$ cat config.mk
export PLATFORM = sky130hd
export DESIGN_NAME = nrs_seq_ctrl_banked_flat
export DESIGN_NICKNAME = d
export VERILOG_FILES = /design/src/rtl/nrs_seq_ctrl_banked_if.sv /design/src/rtl/nrs_seq_ctrl_banked.sv /design/src/flat_wrapper.sv
export SDC_FILE = /design/constraint.sdc
export NUM_CORES = 1
export LEC_CHECK = 0
export BUFFER_PORTS_ARGS = -buffer_cell sky130_fd_sc_hd__buf_2
export CAP_MARGIN = 30
export CORE_MARGIN = 2
export CORE_UTILIZATION = 57
export CTS_BUF_LIST = sky130_fd_sc_hd__clkbuf_8
export CTS_CLUSTER_SIZE = 10
export DETAILED_ROUTE_END_ITERATION = 6
export PLACE_DENSITY_LB_ADDON = 0.05
export REMOVE_ABC_BUFFERS = 1
export SETUP_SLACK_MARGIN = 0.3
export SLEW_MARGIN = 30
export SYNTH_ARGS = -nofsm -noshare
export SYNTH_HDL_FRONTEND = slang
export SYNTH_SLANG_ARGS = --single-unit
$ cat constraint.sdc
create_clock -name clk -period 1.9 [get_ports clk]
set_input_delay 0.095 -clock clk [delete_from_list [all_inputs] [get_ports clk]]
set_output_delay 0.095 -clock clk [all_outputs]
set_load 0.005 [all_outputs]
$ cat src/rtl/nrs_seq_ctrl_banked_if.sv
// Control/handshake bundle between the banked NRS sequence controller, its cinit
// generator, the x1/x2 LFSR datapath and the two-bank output buffer.
interface nrs_seq_ctrl_banked_if #(
    parameter int ADDR_W = 2,
    parameter int RUN_W  = 5
);
    logic              start;
    logic              abort;
    logic              cinit_req;
    logic              cinit_valid;
    logic              init;
    logic              shift_fast;
    logic              shift_x;
    logic              out_en;
    logic              wr_en;
    logic [ADDR_W-1:0] wr_addr;
    logic              wr_bank;
    logic [1:0]        bank_release;
    logic [RUN_W-1:0]  run_idx;
    logic              busy;
    logic              frame_done;

    // Controller side
    modport master (
        input  start, abort, cinit_valid, bank_release,
        output cinit_req, init, shift_fast, shift_x, out_en, wr_en,
               wr_addr, wr_bank, run_idx, busy, frame_done
    );

    // Environment side (cinit generator, datapath, consumer)
    modport slave (
        output start, abort, cinit_valid, bank_release,
        input  cinit_req, init, shift_fast, shift_x, out_en, wr_en,
               wr_addr, wr_bank, run_idx, busy, frame_done
    );
endinterface

$ cat src/rtl/nrs_seq_ctrl_banked.sv
// Frame-level control FSM for the NRS Gold-sequence generator: per run it seeds the
// LFSRs, fast-forwards NC shifts and writes OUT_PER_RUN bits into a ping-pong buffer.
module nrs_seq_ctrl_banked #(
    parameter int NC             = 1600,
    parameter int SHIFTS_PER_CLK = 31,
    parameter int OUT_PER_RUN    = 4,
    parameter int RUNS_PER_FRAME = 20,
    parameter int ADDR_W         = (OUT_PER_RUN > 1) ? $clog2(OUT_PER_RUN) : 1
) (
    input  logic                  clk,
    input  logic                  rst,
    nrs_seq_ctrl_banked_if.master bus_io
);
    localparam int SHIFT_CYCLES = (NC + SHIFTS_PER_CLK - 1) / SHIFTS_PER_CLK;
    localparam int SCNT_W       = $clog2(SHIFT_CYCLES + 1);
    localparam int RUN_W        = (RUNS_PER_FRAME > 1) ? $clog2(RUNS_PER_FRAME) : 1;

    localparam logic [SCNT_W-1:0] SCNT_LAST = SCNT_W'(SHIFT_CYCLES - 1);
    localparam logic [ADDR_W-1:0] ADDR_LAST = ADDR_W'(OUT_PER_RUN - 1);
    localparam logic [RUN_W-1:0]  RUN_LAST  = RUN_W'(RUNS_PER_FRAME - 1);

    typedef enum logic [2:0] {
        ST_IDLE       = 3'd0,
        ST_WAIT_CINIT = 3'd1,
        ST_WAIT_BANK  = 3'd2,
        ST_SEED       = 3'd3,
        ST_SHIFT      = 3'd4,
        ST_EVAL       = 3'd5
    } state_e;

    state_e            cs_q, cs_d;
    logic [RUN_W-1:0]  run_idx_q, run_idx_d;
    logic [ADDR_W-1:0] wr_addr_q, wr_addr_d;
    logic              wr_bank_q, wr_bank_d;
    logic [1:0]        bank_full_q, bank_full_d;
    logic              req_out_q, req_out_d;
    logic              pending_q, pending_d;
    logic [SCNT_W-1:0] scnt_q, scnt_d;
    logic              cinit_req_q, cinit_req_d;
    logic              frame_done_q, frame_done_d;

    // State and bookkeeping registers
    always_ff @(posedge clk or negedge rst) begin
        if (!rst) begin
            cs_q         <= ST_IDLE;
            run_idx_q    <= {RUN_W{1'b0}};
            wr_addr_q    <= {ADDR_W{1'b0}};
            wr_bank_q    <= 1'b0;
            bank_full_q  <= 2'b00;
            req_out_q    <= 1'b0;
            pending_q    <= 1'b0;
            scnt_q       <= {SCNT_W{1'b0}};
            cinit_req_q  <= 1'b0;
            frame_done_q <= 1'b0;
        end else begin
            cs_q         <= cs_d;
            run_idx_q    <= run_idx_d;
            wr_addr_q    <= wr_addr_d;
            wr_bank_q    <= wr_bank_d;
            bank_full_q  <= bank_full_d;
            req_out_q    <= req_out_d;
            pending_q    <= pending_d;
            scnt_q       <= scnt_d;
            cinit_req_q  <= cinit_req_d;
            frame_done_q <= frame_done_d;
        end
    end

    // Next-state, counters and prefetch bookkeeping; abort overrides everything
    always_comb begin
        cs_d         = cs_q;
        run_idx_d    = run_idx_q;
        wr_addr_d    = wr_addr_q;
        wr_bank_d    = wr_bank_q;
        bank_full_d  = bank_full_q & ~bus_io.bank_release;
        req_out_d    = req_out_q;
        pending_d    = pending_q;
        scnt_d       = {SCNT_W{1'b0}};
        cinit_req_d  = 1'b0;
        frame_done_d = 1'b0;

        if (bus_io.abort) begin
            cs_d        = ST_IDLE;
            run_idx_d   = {RUN_W{1'b0}};
            wr_addr_d   = {ADDR_W{1'b0}};
            wr_bank_d   = 1'b0;
            bank_full_d = 2'b00;
            req_out_d   = 1'b0;
            pending_d   = 1'b0;
        end else begin
            // A prefetched cinit that lands before we need it is parked in pending
            if (bus_io.cinit_valid && req_out_q && (cs_q != ST_WAIT_CINIT)) begin
                pending_d = 1'b1;
                req_out_d = 1'b0;
            end else begin
                pending_d = pending_q;
                req_out_d = req_out_q;
            end

            case (cs_q)
                ST_IDLE: begin
                    if (bus_io.start) begin
                        cs_d        = ST_WAIT_CINIT;
                        run_idx_d   = {RUN_W{1'b0}};
                        wr_bank_d   = 1'b0;
                        cinit_req_d = 1'b1;
                        req_out_d   = 1'b1;
                    end else begin
                        cs_d = ST_IDLE;
                    end
                end
                ST_WAIT_CINIT: begin
                    if (pending_q || (req_out_q && bus_io.cinit_valid)) begin
                        cs_d      = ST_WAIT_BANK;
                        req_out_d = 1'b0;
                    end else begin
                        cs_d = ST_WAIT_CINIT;
                    end
                end
                ST_WAIT_BANK: begin
                    if (!bank_full_q[wr_bank_q]) begin
                        cs_d = ST_SEED;
                    end else begin
                        cs_d = ST_WAIT_BANK;
                    end
                end
                ST_SEED: begin
                    cs_d      = ST_SHIFT;
                    pending_d = 1'b0;
                    wr_addr_d = {ADDR_W{1'b0}};
                    if (run_idx_q < RUN_LAST) begin
                        cinit_req_d = 1'b1;
                        req_out_d   = 1'b1;
                    end else begin
                        cinit_req_d = 1'b0;
                    end
                end
                ST_SHIFT: begin
                    if (scnt_q == SCNT_LAST) begin
                        cs_d = ST_EVAL;
                    end else begin
                        scnt_d = scnt_q + SCNT_W'(1);
                    end
                end
                ST_EVAL: begin
                    if (wr_addr_q == ADDR_LAST) begin
                        wr_addr_d              = {ADDR_W{1'b0}};
                        bank_full_d[wr_bank_q] = 1'b1;
                        wr_bank_d              = ~wr_bank_q;
                        if (run_idx_q == RUN_LAST) begin
                            cs_d         = ST_IDLE;
                            frame_done_d = 1'b1;
                        end else begin
                            cs_d      = ST_WAIT_CINIT;
                            run_idx_d = run_idx_q + RUN_W'(1);
                        end
                    end else begin
                        wr_addr_d = wr_addr_q + ADDR_W'(1);
                    end
                end
                default: begin
                    cs_d = ST_IDLE;
                end
            endcase
        end
    end

    assign bus_io.init       = (cs_q == ST_SEED);
    assign bus_io.shift_fast = (cs_q == ST_SHIFT);
    assign bus_io.shift_x    = (cs_q == ST_EVAL);
    assign bus_io.out_en     = (cs_q == ST_EVAL);
    assign bus_io.wr_en      = (cs_q == ST_EVAL);
    assign bus_io.busy       = (cs_q != ST_IDLE);
    assign bus_io.wr_addr    = wr_addr_q;
    assign bus_io.wr_bank    = wr_bank_q;
    assign bus_io.run_idx    = run_idx_q;
    assign bus_io.cinit_req  = cinit_req_q;
    assign bus_io.frame_done = frame_done_q;
endmodule
$ cat src/flat_wrapper.sv
// flat-port wrapper written by rule: the top's interface ports become plain ports
module nrs_seq_ctrl_banked_flat 
#(
    parameter int NC             = 1600,
    parameter int SHIFTS_PER_CLK = 31,
    parameter int OUT_PER_RUN    = 4,
    parameter int RUNS_PER_FRAME = 20,
    parameter int ADDR_W         = (OUT_PER_RUN > 1) ? $clog2(OUT_PER_RUN) : 1
)
  (clk, rst, bus_io_start, bus_io_abort, bus_io_cinit_valid, bus_io_bank_release, bus_io_cinit_req, bus_io_init, bus_io_shift_fast, bus_io_shift_x, bus_io_out_en, bus_io_wr_en, bus_io_wr_addr, bus_io_wr_bank, bus_io_run_idx, bus_io_busy, bus_io_frame_done);
  nrs_seq_ctrl_banked_if #(.ADDR_W(ADDR_W)) bus_io_i ();
  input  logic clk;
  input  logic rst;
  input wire logic [$bits(bus_io_i.start)-1:0] bus_io_start;
  input wire logic [$bits(bus_io_i.abort)-1:0] bus_io_abort;
  input wire logic [$bits(bus_io_i.cinit_valid)-1:0] bus_io_cinit_valid;
  input wire logic [$bits(bus_io_i.bank_release)-1:0] bus_io_bank_release;
  output wire logic [$bits(bus_io_i.cinit_req)-1:0] bus_io_cinit_req;
  output wire logic [$bits(bus_io_i.init)-1:0] bus_io_init;
  output wire logic [$bits(bus_io_i.shift_fast)-1:0] bus_io_shift_fast;
  output wire logic [$bits(bus_io_i.shift_x)-1:0] bus_io_shift_x;
  output wire logic [$bits(bus_io_i.out_en)-1:0] bus_io_out_en;
  output wire logic [$bits(bus_io_i.wr_en)-1:0] bus_io_wr_en;
  output wire logic [$bits(bus_io_i.wr_addr)-1:0] bus_io_wr_addr;
  output wire logic [$bits(bus_io_i.wr_bank)-1:0] bus_io_wr_bank;
  output wire logic [$bits(bus_io_i.run_idx)-1:0] bus_io_run_idx;
  output wire logic [$bits(bus_io_i.busy)-1:0] bus_io_busy;
  output wire logic [$bits(bus_io_i.frame_done)-1:0] bus_io_frame_done;
  assign bus_io_i.start = bus_io_start;
  assign bus_io_i.abort = bus_io_abort;
  assign bus_io_i.cinit_valid = bus_io_cinit_valid;
  assign bus_io_i.bank_release = bus_io_bank_release;
  assign bus_io_cinit_req = bus_io_i.cinit_req;
  assign bus_io_init = bus_io_i.init;
  assign bus_io_shift_fast = bus_io_i.shift_fast;
  assign bus_io_shift_x = bus_io_i.shift_x;
  assign bus_io_out_en = bus_io_i.out_en;
  assign bus_io_wr_en = bus_io_i.wr_en;
  assign bus_io_wr_addr = bus_io_i.wr_addr;
  assign bus_io_wr_bank = bus_io_i.wr_bank;
  assign bus_io_run_idx = bus_io_i.run_idx;
  assign bus_io_busy = bus_io_i.busy;
  assign bus_io_frame_done = bus_io_i.frame_done;
  nrs_seq_ctrl_banked #(.NC(NC), .SHIFTS_PER_CLK(SHIFTS_PER_CLK), .OUT_PER_RUN(OUT_PER_RUN), .RUNS_PER_FRAME(RUNS_PER_FRAME), .ADDR_W(ADDR_W)) u_core (.clk(clk), .rst(rst), .bus_io(bus_io_i));
endmodule
==> impl_metrics.csv, run 1 <==
group,metric,value,unit
run_status,status,"completed",
critical_path,worstPathArrival,1460,ps
detailed_routing,vias_per_cell,5.73,
run,drv_cap,0,
detailed_routing,postRouteAntennaNets,0,
power_and_ir_drop,power.density,697,nW/um^2
power_and_ir_drop,p_sw,0.299,mW
power_and_ir_drop,switching_share,28.3,%
power_and_ir_drop,totalPowerFinal,1.06,mW
critical_path,critical_path_class,"flop to primary output",
worst_hold_path,hold_path_class,"primary input to flop",
clock_tree,cts.sinks,23,
power_and_ir_drop,power.leakage,0.723,nW
clock_tree,clk_latency,270,ps
detailed_routing,wl_per_cell,14.4,um
critical_path,cp_num_buf_inv,2,
critical_path,path_delay_family,"flip-flops",
grt,grt_pass1_vias,937,
critical_path,crit_path_top_delay_cell,"dfrtp_2",
die,start_util,58.8,%
critical_path,crit_required,1800,ps
worst_hold_path,worstHoldStart,"bus_io_bank_release[0]",
timing,rsz0062_at_grt,"no",
synthesis,synth-xor-area-share,3.43,%
layout,area_delta_synth_final,19.0,%
synthesis,synth_cells,132,
synthesis,synth_compound_area_share,17.0,%
power_and_ir_drop,clkPwrFrac,29.2,%
die,dieWidth,51.3,um
placement,numPortBuffers,22,
detailed_routing,num_vias,1066,
layout,nFillCells,177,
power_and_ir_drop,internal_power,0.759,mW
critical_path,cp-start-kind,"flop",
critical_path,crit_path_start,"u_core.cs_q[0]",
power_and_ir_drop,peakVddDrop,0.584,mV
synthesis,avgSynthCellArea,9.67,um^2
synthesis,synthAdderAreaFrac,2.94,%
grt,grt-ovfl-total,0,
synthesis,synth.distinct_cells,45,
detailed_routing,drc,0,
synthesis,synth-simple-area-share,24.4,%
clock_tree,cts.reportedPaths.clkPinSlew,90,ps
synthesis,synth_ff_type,"dfrtp_1",
layout,final_nets,169,
die,die_h,51.3,um
synthesis,synth_edf_count,0,
timing,period_share,81.8,%
placement,dp.final_hpwl,1760,um
die,die-area,2630,um^2
synthesis,ys_seq_elements,23,
critical_path,worstReg2RegStart,"u_core.bus_io.run_idx[1]",
layout,n_antenna_cell,0,
timing,fin_skew,6.38,ps
critical_path,crit_chain,"buf_4, or3_1, buf_2",
placement,place.gp.congestion,0.795,
grt,grt_max_degree,24,
layout,drive_gt1_share,31.0,%
detailed_routing,drt_iter0_markers,12,
detailed_routing,wl,2680,um
timing,setup_viol,0,
die,core_area,2170,um^2
placement,dp.cells,174,
clock_tree,clockBufferDepth,2,
detailed_routing,drt-pass1-iter-count,4,
timing,tightestPinTransition,511,ps
synthesis,seq_area_frac_synth,45.1,%
clock_tree,root_buffer,"clkbuf_8",
layout,fin_cells,186,
grt,antenna_found_initial,0,
synthesis,syn-cell-area,1280,um^2
timing,final_hold_viol_count,0,
clock_tree,numCtsBuffers,3,
critical_path,worstPathMaxFanout,14,
timing,slew_headroom,65.9,%
die,num_rows,17,
timing,drv_slew,0,
grt,grt_pass1_wl,4240,um
critical_path,endpoint_kind,"primary output",
power_and_ir_drop,p_seq_share,52.0,%
critical_path,slowest_delay,510,ps
synthesis,synth_top_family_by_area,"simple AND/OR/NAND/NOR gates",
clock_tree,h-tree-depth,1,
timing,fmax,644,MHz
synthesis,async_flop_share,100,%
power_and_ir_drop,power_frac_comb,18.8,%
timing,totalNegativeSetupSlack,0,ps
synthesis,yosys_warnings,0,
timing,layout_min_cycle_time,1550,ps
timing,hold_ws,72.4,ps
synthesis,synth_mux_area_share,1.57,%
die,io_pins,23,
clock_tree,cts_tree,"yes",
grt,grtUsageTotal,21.4,%
==> flip-flops by register name (all words and copies together), names as in the netlist <==
signal and cells:
u_core.bus_io.wr_addr 2, u_core.scnt_q 6, u_core.cs_q 3, u_core.bus_io.cinit_req 1, u_core.bus_io.run_idx 5, u_core.bus_io.wr_bank 1
u_core.bank_full_q 2, u_core.bus_io.frame_done 1, u_core.req_out_q 1, u_core.pending_q 1
==> cells in the mapped netlist, types with 3 or more instances <==
cell type | count | area, um^2
xnor2_1 | 3 | 26.3
dfrtp_1 | 23 | 576
ha_1 | 3 | 37.5
o21ai_0 | 4 | 20.0
o21ai_1 | 6 | 30.0
a21oi_1 | 6 | 30.0
inv_1 | 6 | 22.5
nor3_1 | 4 | 20.0
nand3_1 | 6 | 30.0
nor2_1 | 17 | 63.8
buf_2 | 3 | 15.0
nand2_1 | 9 | 33.8
==> power by group through the flow <==
stage / registers [mW] / clock network, mW / logic (mW)
2_1_floorplan: 0.552 / 0 / 0.108
3_5_place_dp: 0.558 / 0 / 0.162
6_report: 0.550 / 0.309 / 0.199
3_3_place_gp: 0.557 / 0 / 0.159
5_1_grt: 0.555 / 0.328 / 0.220
4_1_cts: 0.549 / 0.312 / 0.164
==> placed cells by master, fill, tap and decap left out, types with 2 or more instances in the layout <==
master | Yosys | routed
nand2b_1 | 2 | 2
o21ai_0 | 4 | 4
buf_2 | 3 | 22
nor2_1 | 17 | 17
dfrtp_1 | 23 | 19
inv_1 | 6 | 6
buf_4 | 2 | 7
dfrtp_2 | 0 | 4
nand3_1 | 6 | 6
xor2_1 | 2 | 2
o21ai_1 | 6 | 6
a21oi_1 | 6 | 6
nor2b_1 | 2 | 2
nor3_1 | 4 | 4
nand2_1 | 9 | 9
mux2i_1 | 2 | 2
clkbuf_8 | 0 | 3
and2_1 | 2 | 2
o22ai_1 | 2 | 2
xnor2_1 | 3 | 3
==> final cells by class <==
| type | instances | area (um^2) | area share (%) |
|---|---|---|---|
| repair buffers | 30 | 173 | 11.4 |
| flip-flops and latches | 23 | 581 | 38.2 |
| clock inverters | 1 | 5.00 | 0.329 |
| inverters | 6 | 22.5 | 1.48 |
| multi-input cells | 95 | 662 | 43.6 |
| well taps | 28 | 35.0 | 2.31 |
| clock buffers | 3 | 41.3 | 2.72 |
==> logic make-up (layout without fill, tap and decap cells) <==
kind of cell             after synthesis  count (layout)
XOR/XNOR                               5               5
AO/OA/AOI/OAI                         30              30
adder cells (fa/ha/maj)                3               3
flip-flops                            23              23
AND/OR/NAND/NOR                       55              55
multiplexers                           2               2
buffers and inverters                 14              40
==> path summary, 6_finish.rpt <==
path | depth (start not counted) | slack [ps] | end
max | 3 | 350 | bus_io_busy
min reg2reg | 1 | 470 | u_core.scnt_q[0]
max in group asynchronous | 2 | 1200 | u_core.bus_io.run_idx[0]
min | 4 | 70 | u_core.bank_full_q[0]
max reg2reg | 5 | 360 | u_core.cs_q[0]
min in group asynchronous | 2 | 320 | u_core.scnt_q[1]
==> worst reg2reg max path, cell delays in order, from the launching register on <==
cell      delay, ps
dfrtp_1         430
ha_4            170
and4bb_4        270
o22ai_1          90
a311oi_1        300
o22ai_1         150
==> repair_timing <==
item	in CTS	in global routing
hold buffers	1	0
setup buffers	0	7
endpoints found under the setup margin	6	11
hold endpoints to repair	23	0
resized for setup	2	8
cloned	0	0
pin swaps	0	1
==> through the flow <==
step / worst slack (ps) / util (%) / instance area (um^2)
3_3_place_gp: 306 / 63.3 / 1370
3_5_place_dp: 284 / 63.3 / 1370
2_1_floorplan: 430 / - / 1230
5_1_grt: 276 / 70.0 / 1520
6_report: 346 / 70.0 / 1520
4_1_cts: 334 / 66.1 / 1430
==> metal layers <==
metal / global-route usage [%] / vias up / wire length, um
met1: 30.2 / 511 / 1210
met2: 34.4 / 32 / 1300
met5: 0 / - / 0
met4: 7.89 / 0 / 47
li1: - / 515 / -
met3: 1.75 / 8 / 132
Power figures use the tool's default switching activity.
==> run 2: changes to the inputs <==
Settings changed: CORE_UTILIZATION 57 to 51.
Clock period 1.9 ns to 1.26 ns, I/O delays scaled along.
==> impl_metrics.csv, run 2 (same netlist as run 1, synthesis figures left out) <==
group,metric,value,unit
timing,final_hold_viol_count,0,
critical_path,critical_path_class,"flop to primary output",
layout,layout_common_cells,"buf_6, dfrtp_1, buf_4",
detailed_routing,num_vias,1203,
critical_path,r2r_setup_slack,-200,ps
critical_path,critPathCapture,"bus_io_wr_en",
worst_hold_path,hold_path_class,"primary input to flop",
layout,area_delta_synth_final,54.6,%
critical_path,reg2reg_depth,4,
power_and_ir_drop,power.leakage,0.905,nW
grt,grt_pass1_wl,5070,um
timing,layout_min_cycle_time,1470,ps
timing,setup_viol,25,
placement,placement.setup.worst_slack,-209,ps
clock_tree,root_buffer,"clkbuf_8",
grt,grt_pass1_vias,1108,
die,die-area,2920,um^2
placement,numPortBuffers,22,
grt,grt_max_degree,24,
critical_path,r2r-end,"u_core.bus_io.run_idx[4]",
run,drv_cap,0,
die,start_util,52.5,%
clock_tree,cts.reportedPaths.clkPinSlew,90,ps
critical_path,cp-start-kind,"flop",
clock_tree,cts_tree,"yes",
grt,grt-ovfl-total,0,
grt,grtUsageTotal,24.5,%
layout,drive_gt1_share,51.9,%
critical_path,worstPathArrival,1410,ps
die,num_rows,18,
die,die_h,54.0,um
detailed_routing,wl_per_cell,16.1,um
power_and_ir_drop,power.density,887,nW/um^2
detailed_routing,vias_per_cell,5.54,
timing,setup_ws,-212,ps
critical_path,crit_path_start,"u_core.cs_q[0]",
power_and_ir_drop,totalPowerFinal,1.75,mW
clock_tree,cts.sinks,23,
layout,n_antenna_cell,0,
layout,final_nets,198,
critical_path,crit_path_top_delay_cell,"dfrtp_2",
detailed_routing,drt_iter0_markers,23,
die,dieWidth,54.0,um
detailed_routing,wl,3500,um
grt,antenna_found_initial,0,
timing,hold_ws,50.5,ps
critical_path,endpoint_kind,"primary output",
detailed_routing,drc,0,
clock_tree,numCtsBuffers,3,
placement,dp.final_hpwl,2230,um
critical_path,worstPathMaxFanout,8,
timing,period_share,117,%
clock_tree,clk_latency,270,ps
timing,fin_skew,3.92,ps
clock_tree,clockBufferDepth,2,
timing,slew_headroom,63.6,%
detailed_routing,postRouteAntennaNets,0,
timing,rsz0062_at_grt,"yes",
critical_path,crit_required,1200,ps
placement,place.gp.congestion,0.786,
layout,regMostFlops,"u_core.scnt_q",
timing,fmax,679,MHz
detailed_routing,drt-pass1-iter-count,4,
critical_path,path_common_cell,"buf_6",
run_status,status,"complete, but fails checks",
layout,largest_reg_flops,6,
critical_path,worstReg2RegStart,"u_core.cs_q[0]",
die,core_area,2430,um^2
layout,layout_commonest_cell,"buf_6",
clock_tree,h-tree-depth,1,
critical_path,slowest_delay,490,ps
die,io_pins,23,
power_and_ir_drop,peakVddDrop,0.901,mV
run_status,violations,"setup timing",
critical_path,crit_chain,"buf_6, nand3b_1, inv_2, buf_6, buf_6",
timing,tightestPinTransition,546,ps
timing,drv_slew,0,
-- run 2: cell types whose count changed in the layout (fill, tap and decap cells not counted), moves of 2 or more --
cell / change
buf_6: +28
buf_2: -10
buf_4: +10
nor2_1: -6
nor2_4: +5
o21ai_2: +3
a21oi_1: -2
a21oi_2: +2
nand2_1: -2
o21ai_1: -2
-- run 2: stage by stage --
step | cell area [um^2] | TNS [ps] | utilization (%) | cells
final | 1970 | -3640 | 81.1 | 217
after global routing | 1970 | -4680 | 81.1 | 217
after CTS | 1890 | -2530 | 77.5 | 215
after detailed placement | 1610 | -2970 | 66.3 | 206
after global placement | 1610 | -2400 | 66.3 | 206
after floorplan | 1230 | -1370 | - | 124
-- run 2: layout make-up --
class,count,area (um^2)
Fill cell,150,459
Timing Repair Buffer,59,533
Multi-Input combinational cell,95,754
Tap cell,30,37.5
Inverter,6,22.5
Sequential cell,23,581
Clock inverter,1,3.75
Clock buffer,3,41.3
-- run 2: worst max-delay path: cells and delay by family (launching register included) --
family                 cells  cell delay (ps)
buffers and inverters      4              470
AND/OR/NAND/NOR            1              180
flip-flops                 1              490
-- run 2: worst min path at each step --
stage,start,end,slack [ps],depth (start not counted)
after floorplan,rst,u_core.bank_full_q[0],-230,0
after global placement,rst,u_core.bus_io.run_idx[3],60,1
after detailed placement,rst,u_core.bus_io.run_idx[3],80,1
after CTS,bus_io_bank_release[0],u_core.bank_full_q[0],40,4
after global routing,bus_io_bank_release[0],u_core.bank_full_q[0],60,4
final,bus_io_bank_release[1],u_core.bank_full_q[1],50,3
-- run 2: where the power goes --
part / leakage [nW] / internal [mW] / switching, mW
registers: 0.311 / 0.772 / 0.0405
logic: 0.567 / 0.247 / 0.222
clock network: 0.0269 / 0.218 / 0.250
-- run 2: repair_timing --
item | in CTS | in global routing
buffers inserted | 4 | 2
hold buffers | 1 | 0
pin swaps | 16 | 5
endpoints found under the hold margin | 23 | 0
setup endpoints to repair | 35 | 35
resized for setup | 49 | 19
-- run 2: metal layers --
layer,part of all wire (%),GRT usage (%)
met2,54,42.5
met5,0,0
met4,0.60,6.67
met3,3.8,4.72
met1,41,30.8
